`config.mk`:
```
export PLATFORM = sky130hd
export DESIGN_NAME = control_word_decoder_flat
export DESIGN_NICKNAME = d
export VERILOG_FILES = /design/src/rtl/control_word_decoder_if.sv /design/src/rtl/control_word_decoder.sv /design/src/flat_wrapper.sv
export SDC_FILE = /design/constraint.sdc
export NUM_CORES = 1
export LEC_CHECK = 0
export CAP_MARGIN = 20
export CORE_MARGIN = 4
export CORE_UTILIZATION = 40
export CTS_CLUSTER_DIAMETER = 200
export DETAILED_ROUTE_END_ITERATION = 8
export DONT_BUFFER_PORTS = 1
export PLACE_DENSITY_LB_ADDON = 0.2
export SLEW_MARGIN = 20
export SYNTH_ARGS = -nofsm -noshare
export SYNTH_HDL_FRONTEND = slang
export SYNTH_SLANG_ARGS = --single-unit
export TNS_END_PERCENT = 10
```
`constraint.sdc`:
```
create_clock -name clk -period 4.73 [get_ports clk]
set_input_delay 0.473 -clock clk [delete_from_list [all_inputs] [get_ports clk]]
set_output_delay 0.473 -clock clk [all_outputs]
set_load 0.005 [all_outputs]
```
`src/rtl/control_word_decoder_if.sv`:
```
// Sequencer/memory-facing bundle of the control word decoder: control word in, decoded strobes,
// memory handshake and status out. Master = sequencer/memory side, slave = decoder.
interface control_word_decoder_if #(
    parameter int NSRC = 18
);
    logic [37:0]     cw;
    logic            mem_ack;
    logic [7:0]      mem_rdata;
    logic [3:0]      alu_op;
    logic [18:0]     reg_we;
    logic [NSRC-1:0] bus_oe;
    logic            pc_inc;
    logic            mem_req;
    logic            mem_we;
    logic            mem_isel;
    logic [7:0]      rdata;
    logic            rdata_valid;
    logic            stall;
    logic            err_illegal;
    logic            err_timeout;

    modport master (
        output cw, mem_ack, mem_rdata,
        input  alu_op, reg_we, bus_oe, pc_inc, mem_req, mem_we, mem_isel,
               rdata, rdata_valid, stall, err_illegal, err_timeout
    );

    modport slave (
        input  cw, mem_ack, mem_rdata,
        output alu_op, reg_we, bus_oe, pc_inc, mem_req, mem_we, mem_isel,
               rdata, rdata_valid, stall, err_illegal, err_timeout
    );
endinterface

```
`src/rtl/control_word_decoder.sv`:
```
// Registers and decodes the 38-bit microcode word (1-cycle latency) and runs the mem req/ack access.
// Backpressure: stall holds the sequencer from sampling a memory word until the DONE cycle.
module control_word_decoder #(
    parameter int TIMEOUT = 16,
    parameter int NSRC    = 18
) (
    input  logic                  clk,
    input  logic                  rst_n,
    control_word_decoder_if.slave bus
);

    typedef enum logic [1:0] {
        IDLE   = 2'd0,
        ACCESS = 2'd1,
        DONE   = 2'd2
    } state_t;

    localparam logic [15:0] CNT_LAST = 16'(TIMEOUT - 1);

    state_t          r_state;
    state_t          w_state_nxt;
    logic [15:0]     r_cnt;
    logic [15:0]     w_cnt_nxt;
    logic            w_ack_hit;
    logic            w_timeout_hit;
    logic            w_idle;

    logic [3:0]      w_alu;
    logic [18:0]     w_we;
    logic [2:0]      w_mem_fld;
    logic            w_pc;
    logic [4:0]      w_src;
    logic            w_src_ok;
    logic [NSRC-1:0] w_onehot;
    logic            w_mem_go;
    logic            w_mem_bad;
    logic            w_mem_we;
    logic            w_mem_isel;
    logic            w_unused;

    logic [3:0]      r_alu_op;
    logic [18:0]     r_reg_we;
    logic [NSRC-1:0] r_bus_oe;
    logic            r_pc_inc;
    logic            r_mem_we;
    logic            r_mem_isel;
    logic [7:0]      r_rdata;
    logic            r_rdata_valid;
    logic            r_err_illegal;
    logic            r_err_timeout;

    assign w_alu     = bus.cw[31:28];
    assign w_we      = bus.cw[27:9];
    assign w_mem_fld = bus.cw[8:6];
    assign w_pc      = bus.cw[5];
    assign w_src     = bus.cw[4:0];
    // Next-address bits belong to the sequencer and are not used here.
    assign w_unused  = ^bus.cw[37:32];

    assign w_idle    = (r_state == IDLE);

    always_comb begin
        w_mem_go   = 1'b0;
        w_mem_bad  = 1'b0;
        w_mem_we   = 1'b0;
        w_mem_isel = 1'b0;
        case (w_mem_fld)
            3'b000: w_mem_go = 1'b0;
            3'b100: begin
                w_mem_go   = 1'b1;
                w_mem_isel = 1'b1;
            end
            3'b010: w_mem_go = 1'b1;
            3'b001: begin
                w_mem_go = 1'b1;
                w_mem_we = 1'b1;
            end
            default: w_mem_bad = 1'b1;
        endcase
    end

    // Out-of-range codes match no bit, so bus_oe is all-zero for them.
    always_comb begin
        w_onehot = '0;
        for (int i = 0; i < NSRC; i++) begin
            w_onehot[i] = (32'(w_src) == i);
        end
    end

    assign w_src_ok = (32'(w_src) < NSRC);

    always_comb begin
        w_state_nxt   = r_state;
        w_cnt_nxt     = r_cnt;
        w_ack_hit     = 1'b0;
        w_timeout_hit = 1'b0;
        case (r_state)
            IDLE: begin
                if (w_mem_go) begin
                    w_state_nxt = ACCESS;
                    w_cnt_nxt   = '0;
                end
            end
            ACCESS: begin
                // Ack is tested first so an ack coinciding with the last count wins.
                if (bus.mem_ack) begin
                    w_state_nxt = DONE;
                    w_ack_hit   = 1'b1;
                end else if (r_cnt == CNT_LAST) begin
                    w_state_nxt   = DONE;
                    w_timeout_hit = 1'b1;
                end else begin
                    w_cnt_nxt = r_cnt + 16'd1;
                end
            end
            DONE:    w_state_nxt = IDLE;
            default: w_state_nxt = IDLE;
        endcase
    end

    always_ff @(posedge clk or negedge rst_n) begin
        if (!rst_n) begin
            r_state <= IDLE;
            r_cnt   <= '0;
        end else begin
            r_state <= w_state_nxt;
            r_cnt   <= w_cnt_nxt;
        end
    end

    always_ff @(posedge clk or negedge rst_n) begin
        if (!rst_n) begin
            r_alu_op      <= '0;
            r_reg_we      <= '0;
            r_bus_oe      <= '0;
            r_pc_inc      <= 1'b0;
            r_mem_we      <= 1'b0;
            r_mem_isel    <= 1'b0;
            r_rdata       <= '0;
            r_rdata_valid <= 1'b0;
            r_err_illegal <= 1'b0;
            r_err_timeout <= 1'b0;
        end else begin
            r_rdata_valid <= 1'b0;
            if (w_idle) begin
                r_alu_op   <= w_alu;
                r_reg_we   <= w_we;
                r_pc_inc   <= w_pc;
                r_bus_oe   <= w_onehot;
                r_mem_we   <= w_mem_we;
                r_mem_isel <= w_mem_isel;
                if (!w_src_ok || w_mem_bad) begin
                    r_err_illegal <= 1'b1;
                end
            end else begin
                // Strobes fire once per word: cleared while the access is in flight.
                r_reg_we <= '0;
                r_pc_inc <= 1'b0;
            end
            if (w_ack_hit && !r_mem_we) begin
                r_rdata       <= bus.mem_rdata;
                r_rdata_valid <= 1'b1;
            end
            if (w_timeout_hit) begin
                r_err_timeout <= 1'b1;
            end
        end
    end

    assign bus.alu_op      = r_alu_op;
    assign bus.reg_we      = r_reg_we;
    assign bus.bus_oe      = r_bus_oe;
    assign bus.pc_inc      = r_pc_inc;
    assign bus.mem_req     = (r_state == ACCESS);
    assign bus.mem_we      = (r_state == ACCESS) & r_mem_we;
    assign bus.mem_isel    = (r_state == ACCESS) & r_mem_isel;
    assign bus.rdata       = r_rdata;
    assign bus.rdata_valid = r_rdata_valid;
    assign bus.err_illegal = r_err_illegal;
    assign bus.err_timeout = r_err_timeout;
    // rst_n gating keeps stall low during reset even if cw carries a memory word.
    assign bus.stall       = rst_n & ((r_state == ACCESS) | (w_idle & w_mem_go));

endmodule

```
`src/flat_wrapper.sv`:
```
// flat-port wrapper written by rule: the top's interface ports become plain ports
module control_word_decoder_flat 
#(
    parameter int TIMEOUT = 16,
    parameter int NSRC    = 18
)
  (clk, rst_n, bus_cw, bus_mem_ack, bus_mem_rdata, bus_alu_op, bus_reg_we, bus_bus_oe, bus_pc_inc, bus_mem_req, bus_mem_we, bus_mem_isel, bus_rdata, bus_rdata_valid, bus_stall, bus_err_illegal, bus_err_timeout);
  control_word_decoder_if #(.NSRC(NSRC)) bus_i ();
  input  logic clk;
  input  logic rst_n;
  input wire logic [$bits(bus_i.cw)-1:0] bus_cw;
  input wire logic [$bits(bus_i.mem_ack)-1:0] bus_mem_ack;
  input wire logic [$bits(bus_i.mem_rdata)-1:0] bus_mem_rdata;
  output wire logic [$bits(bus_i.alu_op)-1:0] bus_alu_op;
  output wire logic [$bits(bus_i.reg_we)-1:0] bus_reg_we;
  output wire logic [$bits(bus_i.bus_oe)-1:0] bus_bus_oe;
  output wire logic [$bits(bus_i.pc_inc)-1:0] bus_pc_inc;
  output wire logic [$bits(bus_i.mem_req)-1:0] bus_mem_req;
  output wire logic [$bits(bus_i.mem_we)-1:0] bus_mem_we;
  output wire logic [$bits(bus_i.mem_isel)-1:0] bus_mem_isel;
  output wire logic [$bits(bus_i.rdata)-1:0] bus_rdata;
  output wire logic [$bits(bus_i.rdata_valid)-1:0] bus_rdata_valid;
  output wire logic [$bits(bus_i.stall)-1:0] bus_stall;
  output wire logic [$bits(bus_i.err_illegal)-1:0] bus_err_illegal;
  output wire logic [$bits(bus_i.err_timeout)-1:0] bus_err_timeout;
  assign bus_i.cw = bus_cw;
  assign bus_i.mem_ack = bus_mem_ack;
  assign bus_i.mem_rdata = bus_mem_rdata;
  assign bus_alu_op = bus_i.alu_op;
  assign bus_reg_we = bus_i.reg_we;
  assign bus_bus_oe = bus_i.bus_oe;
  assign bus_pc_inc = bus_i.pc_inc;
  assign bus_mem_req = bus_i.mem_req;
  assign bus_mem_we = bus_i.mem_we;
  assign bus_mem_isel = bus_i.mem_isel;
  assign bus_rdata = bus_i.rdata;
  assign bus_rdata_valid = bus_i.rdata_valid;
  assign bus_stall = bus_i.stall;
  assign bus_err_illegal = bus_i.err_illegal;
  assign bus_err_timeout = bus_i.err_timeout;
  control_word_decoder #(.TIMEOUT(TIMEOUT), .NSRC(NSRC)) u_core (.clk(clk), .rst_n(rst_n), .bus(bus_i));
endmodule
```
==> metrics.md <==
| Metric | Value |
|---|---|
| Fraction of registers with async set/reset | `100%` |
| Flop pwr share | `47.0%` |
| Worst r2r dst | `u_core.bus.bus_oe[14]$_DFFE_PN0N_` |
| Part of the cycle the worst path needs | `42.1%` |
| Switching Fraction | `32.5%` |
| Layout cells sized above 1 | `15.5%` |
| Critical Path AT | `2230 ps` |
| Die W | `96.2 um` |
| Count leader, synth | `dfrtp_1` |
| H-tree levels | `3` |
| DRC Markers | `0` |
| Worst slew margin | `35.1%` |
| Worst Hold Class | `in -> async` |
| EDFF count, synth | `0` |
| Int Pwr | `1290 uW` |
| Simple-Gate Fraction of Synth Area | `20.9%` |
| Die height | `96.2 um` |
| Synth Area in Compound Gates | `14.0%` |
| Vias per cell | `5.40` |
| Synth top area cells | `dfrtp_1 59%, nand2_1 5.1%, and2_1 4.4%` |
| Status | `finished, final reports clean` |
| Largest net degree at the start of global routing | `74` |
| Logic pwr share | `23.0%` |
| Dominant synthesized flop cell | `dfrtp_1` |
| Synth Register Bits | `73` |
| Clock tree buffer depth | `2` |
| Min cycle time layout | `1990 ps` |
| Fmax | `502 MHz` |
| Total track usage | `15.5%` |
| RSZ-0062 raised after global routing | `no` |
| Reg2reg start | `u_core.r_state[0]$_DFFE_PN0P_` |
| Worst setup EP type | `register` |
| Worst Path Required | `4960 ps` |
| IO buf count | `0` |
| Combinational family with the most area after synthesis | `simple AND/OR/NAND/NOR gates` |
| Setup-failing EPs final | `0` |
| Clk_lat worst skew | `340 ps` |
| Cell taking the most area after synthesis | `dfrtp_1` |
| Detailed Route WL | `6.79 mm` |
| Area Overhead vs Synth | `11.3%` |
| Slew Viols, Final | `0` |
| Syn Nets | `325` |
| CTS sink cnt | `73` |
| Psw | `624 uW` |
| Mapped cell area | `0.00311 mm^2` |
| Clock buffer count from CTS | `9` |
| Critical path type | `reg -> reg` |
| Max rail drop VDD | `245 uV` |
| Synth Area in Adders | `0.402%` |
| DIE AREA | `0.00925 mm^2` |
| Initial drt markers | `73` |
| Crit path max fanout | `28` |
| Setup TNS | `0 ps` |
| Router iterations before antenna repair | `4` |
| Post-Route Skew | `10.4 ps` |
| Max cap viols | `0` |
| Post-synthesis mux area share | `3.22%` |
| Top cells by count, synth | `73 x dfrtp_1, 42 x nand2_1, 22 x and2_1` |
| Register-to-Register Path Depth | `5` |
| First-pass GRT wire length | `10.7 mm` |
| Number of global-route vias before repair | `2054` |
| Std cell rows | `31` |
| Power density over the cells | `555 mW/mm^2` |
| Core area | `0.00741 mm^2` |
| CP Launch Type | `register` |
| Final hold vios | `0` |
| LEAKAGE | `0.00152 uW` |
| Syn avg cell area | `11.3 um^2` |
| Cell variety after synth | `52` |
| Diode count | `0` |
| Initial Util | `42.0%` |
| Gr ovfl total | `0` |
| Via count | `2067` |
| Antenna Nets Post-Route | `0` |
| CTS tree | `built` |
| Sequential share of the synthesized area | `58.8%` |
| Final HPWL DP | `4.64 mm` |
| Post-CTS sizing | `0` |
| Ys Warns | `0` |
| Ports | `106` |
| GP Congestion | `0.733` |
| CTS Root Cell | `clkbuf_8` |
| Initial antenna violation count | `0` |
| Final #Nets | `330` |
| DR WL/cell | `17.7 um` |
| Clock Pin Slew Worst Setup and Hold Paths | `80 ps` |
| Clock power share | `30.1%` |
| Power, Total | `1920 uW` |
| R2R Setup Slk | `2740 ps` |
| Xor and xnor area share after synthesis | `0.282%` |
| Synthesized instance count | `275` |
| Synth top area share | `58.8%` |
| Least-Margin Pin Slew | `973 ps` |
state kept, by name (all words and copies together) (netlist names):
register and count:
u_core.r_cnt 16, u_core.bus.rdata 8, u_core.bus.pc_inc 1, u_core.r_mem_we 1, u_core.r_mem_isel 1, u_core.bus.err_timeout 1
u_core.bus.rdata_valid 1, u_core.bus.alu_op 4, u_core.bus.reg_we 19, u_core.bus.bus_oe 18, u_core.bus.err_illegal 1, u_core.r_state 2
metal layers:
metal	track usage, %	share of wire (%)
met3	6.10	8.5
met2	23.5	48
met1	19.5	41
met4	7.11	2.0
met5	0	0
power groups by stage:
stage	Combinational [uW]	Sequential (uW)	Clock (uW)
after floorplan	350	879	0
after global placement	424	914	0
after detailed placement	437	917	0
after CTS	451	907	594
after global routing	506	924	622
final	440	901	577
metrics by stage:
| stage | cell area (um^2) | hold slack (ps) | utilization (%) | instances | setup WS [ps] |
|---|---|---|---|---|---|
| 6_report | 3460 | 6.45 | 46.7 | 383 | 2740 |
| 5_1_grt | 3460 | 23.2 | 46.7 | 383 | 2530 |
| 4_1_cts | 3460 | 17.4 | 46.7 | 383 | 2730 |
| 3_5_place_dp | 3200 | 180 | 43.2 | 367 | 2750 |
| 3_3_place_gp | 3200 | 180 | 43.2 | 367 | 2800 |
| 2_1_floorplan | 3110 | 177 | - | 275 | 3020 |
cells in the final DEF (no fill, tap or decap), types with 4 or more instances in the layout:
| master | n |
|---|---|
| dfrtp_1 | 73 |
| nand2_1 | 42 |
| and2_1 | 22 |
| o21ai_0 | 17 |
| nor2_1 | 10 |
| clkbuf_8 | 9 |
| mux2_2 | 8 |
| inv_1 | 7 |
| a21oi_1 | 7 |
| a22o_1 | 7 |
| nand4_1 | 6 |
| nand3_1 | 5 |
| a31oi_2 | 5 |
| nor4_2 | 4 |
| o22a_1 | 4 |
worst max-delay path by stage:
stage	start	end	slack, ps	depth (start not counted)
after floorplan	u_core.r_cnt[0]$_DFFE_PN0P_	u_core.r_cnt[2]$_DFFE_PN0P_	3020	5
after global placement	u_core.r_state[1]$_DFFE_PN0P_	u_core.r_cnt[12]$_DFFE_PN0P_	2800	6
after detailed placement	u_core.r_state[0]$_DFFE_PN0P_	u_core.bus.bus_oe[14]$_DFFE_PN0N_	2750	5
after CTS	u_core.r_state[0]$_DFFE_PN0P_	u_core.bus.bus_oe[14]$_DFFE_PN0N_	2730	5
after global routing	u_core.r_state[0]$_DFFE_PN0P_	u_core.bus.bus_oe[14]$_DFFE_PN0N_	2530	5
final	u_core.r_state[0]$_DFFE_PN0P_	u_core.bus.bus_oe[14]$_DFFE_PN0N_	2740	5
critical path: stages, from the launching register on:
cell,delay [ps]
dfrtp_1,460
or2_1,780
nor2_1,170
nand2_1,120
nor2_1,90
a32o_1,260
repair_timing:
item	4_1_cts	5_1_grt
hold endpoints to repair	73	0
hold buffers	1	0
buffers inserted	0	0
cells by family (layout without fill, tap and decap cells):
logic type               Yosys count  count (layout)
adder cells (fa/ha/maj)            1               1
AND/OR/NAND/NOR                  115             115
AO/OA/AOI/OAI                     59              59
multiplexers                       9               9
XOR/XNOR                           1               1
flip-flops                        73              73
buffers and inverters             17              26
final cells by class:
type | instances | area, um^2
Fill cell | 670 | 3950
Multi-Input combinational cell | 185 | 1210
Inverter | 9 | 36.3
Sequential cell | 73 | 1830
Tap cell | 99 | 124
Clock inverter | 5 | 104
Timing Repair Buffer | 2 | 35.0
Clock buffer | 10 | 128
Power figures use the tool's default switching activity.
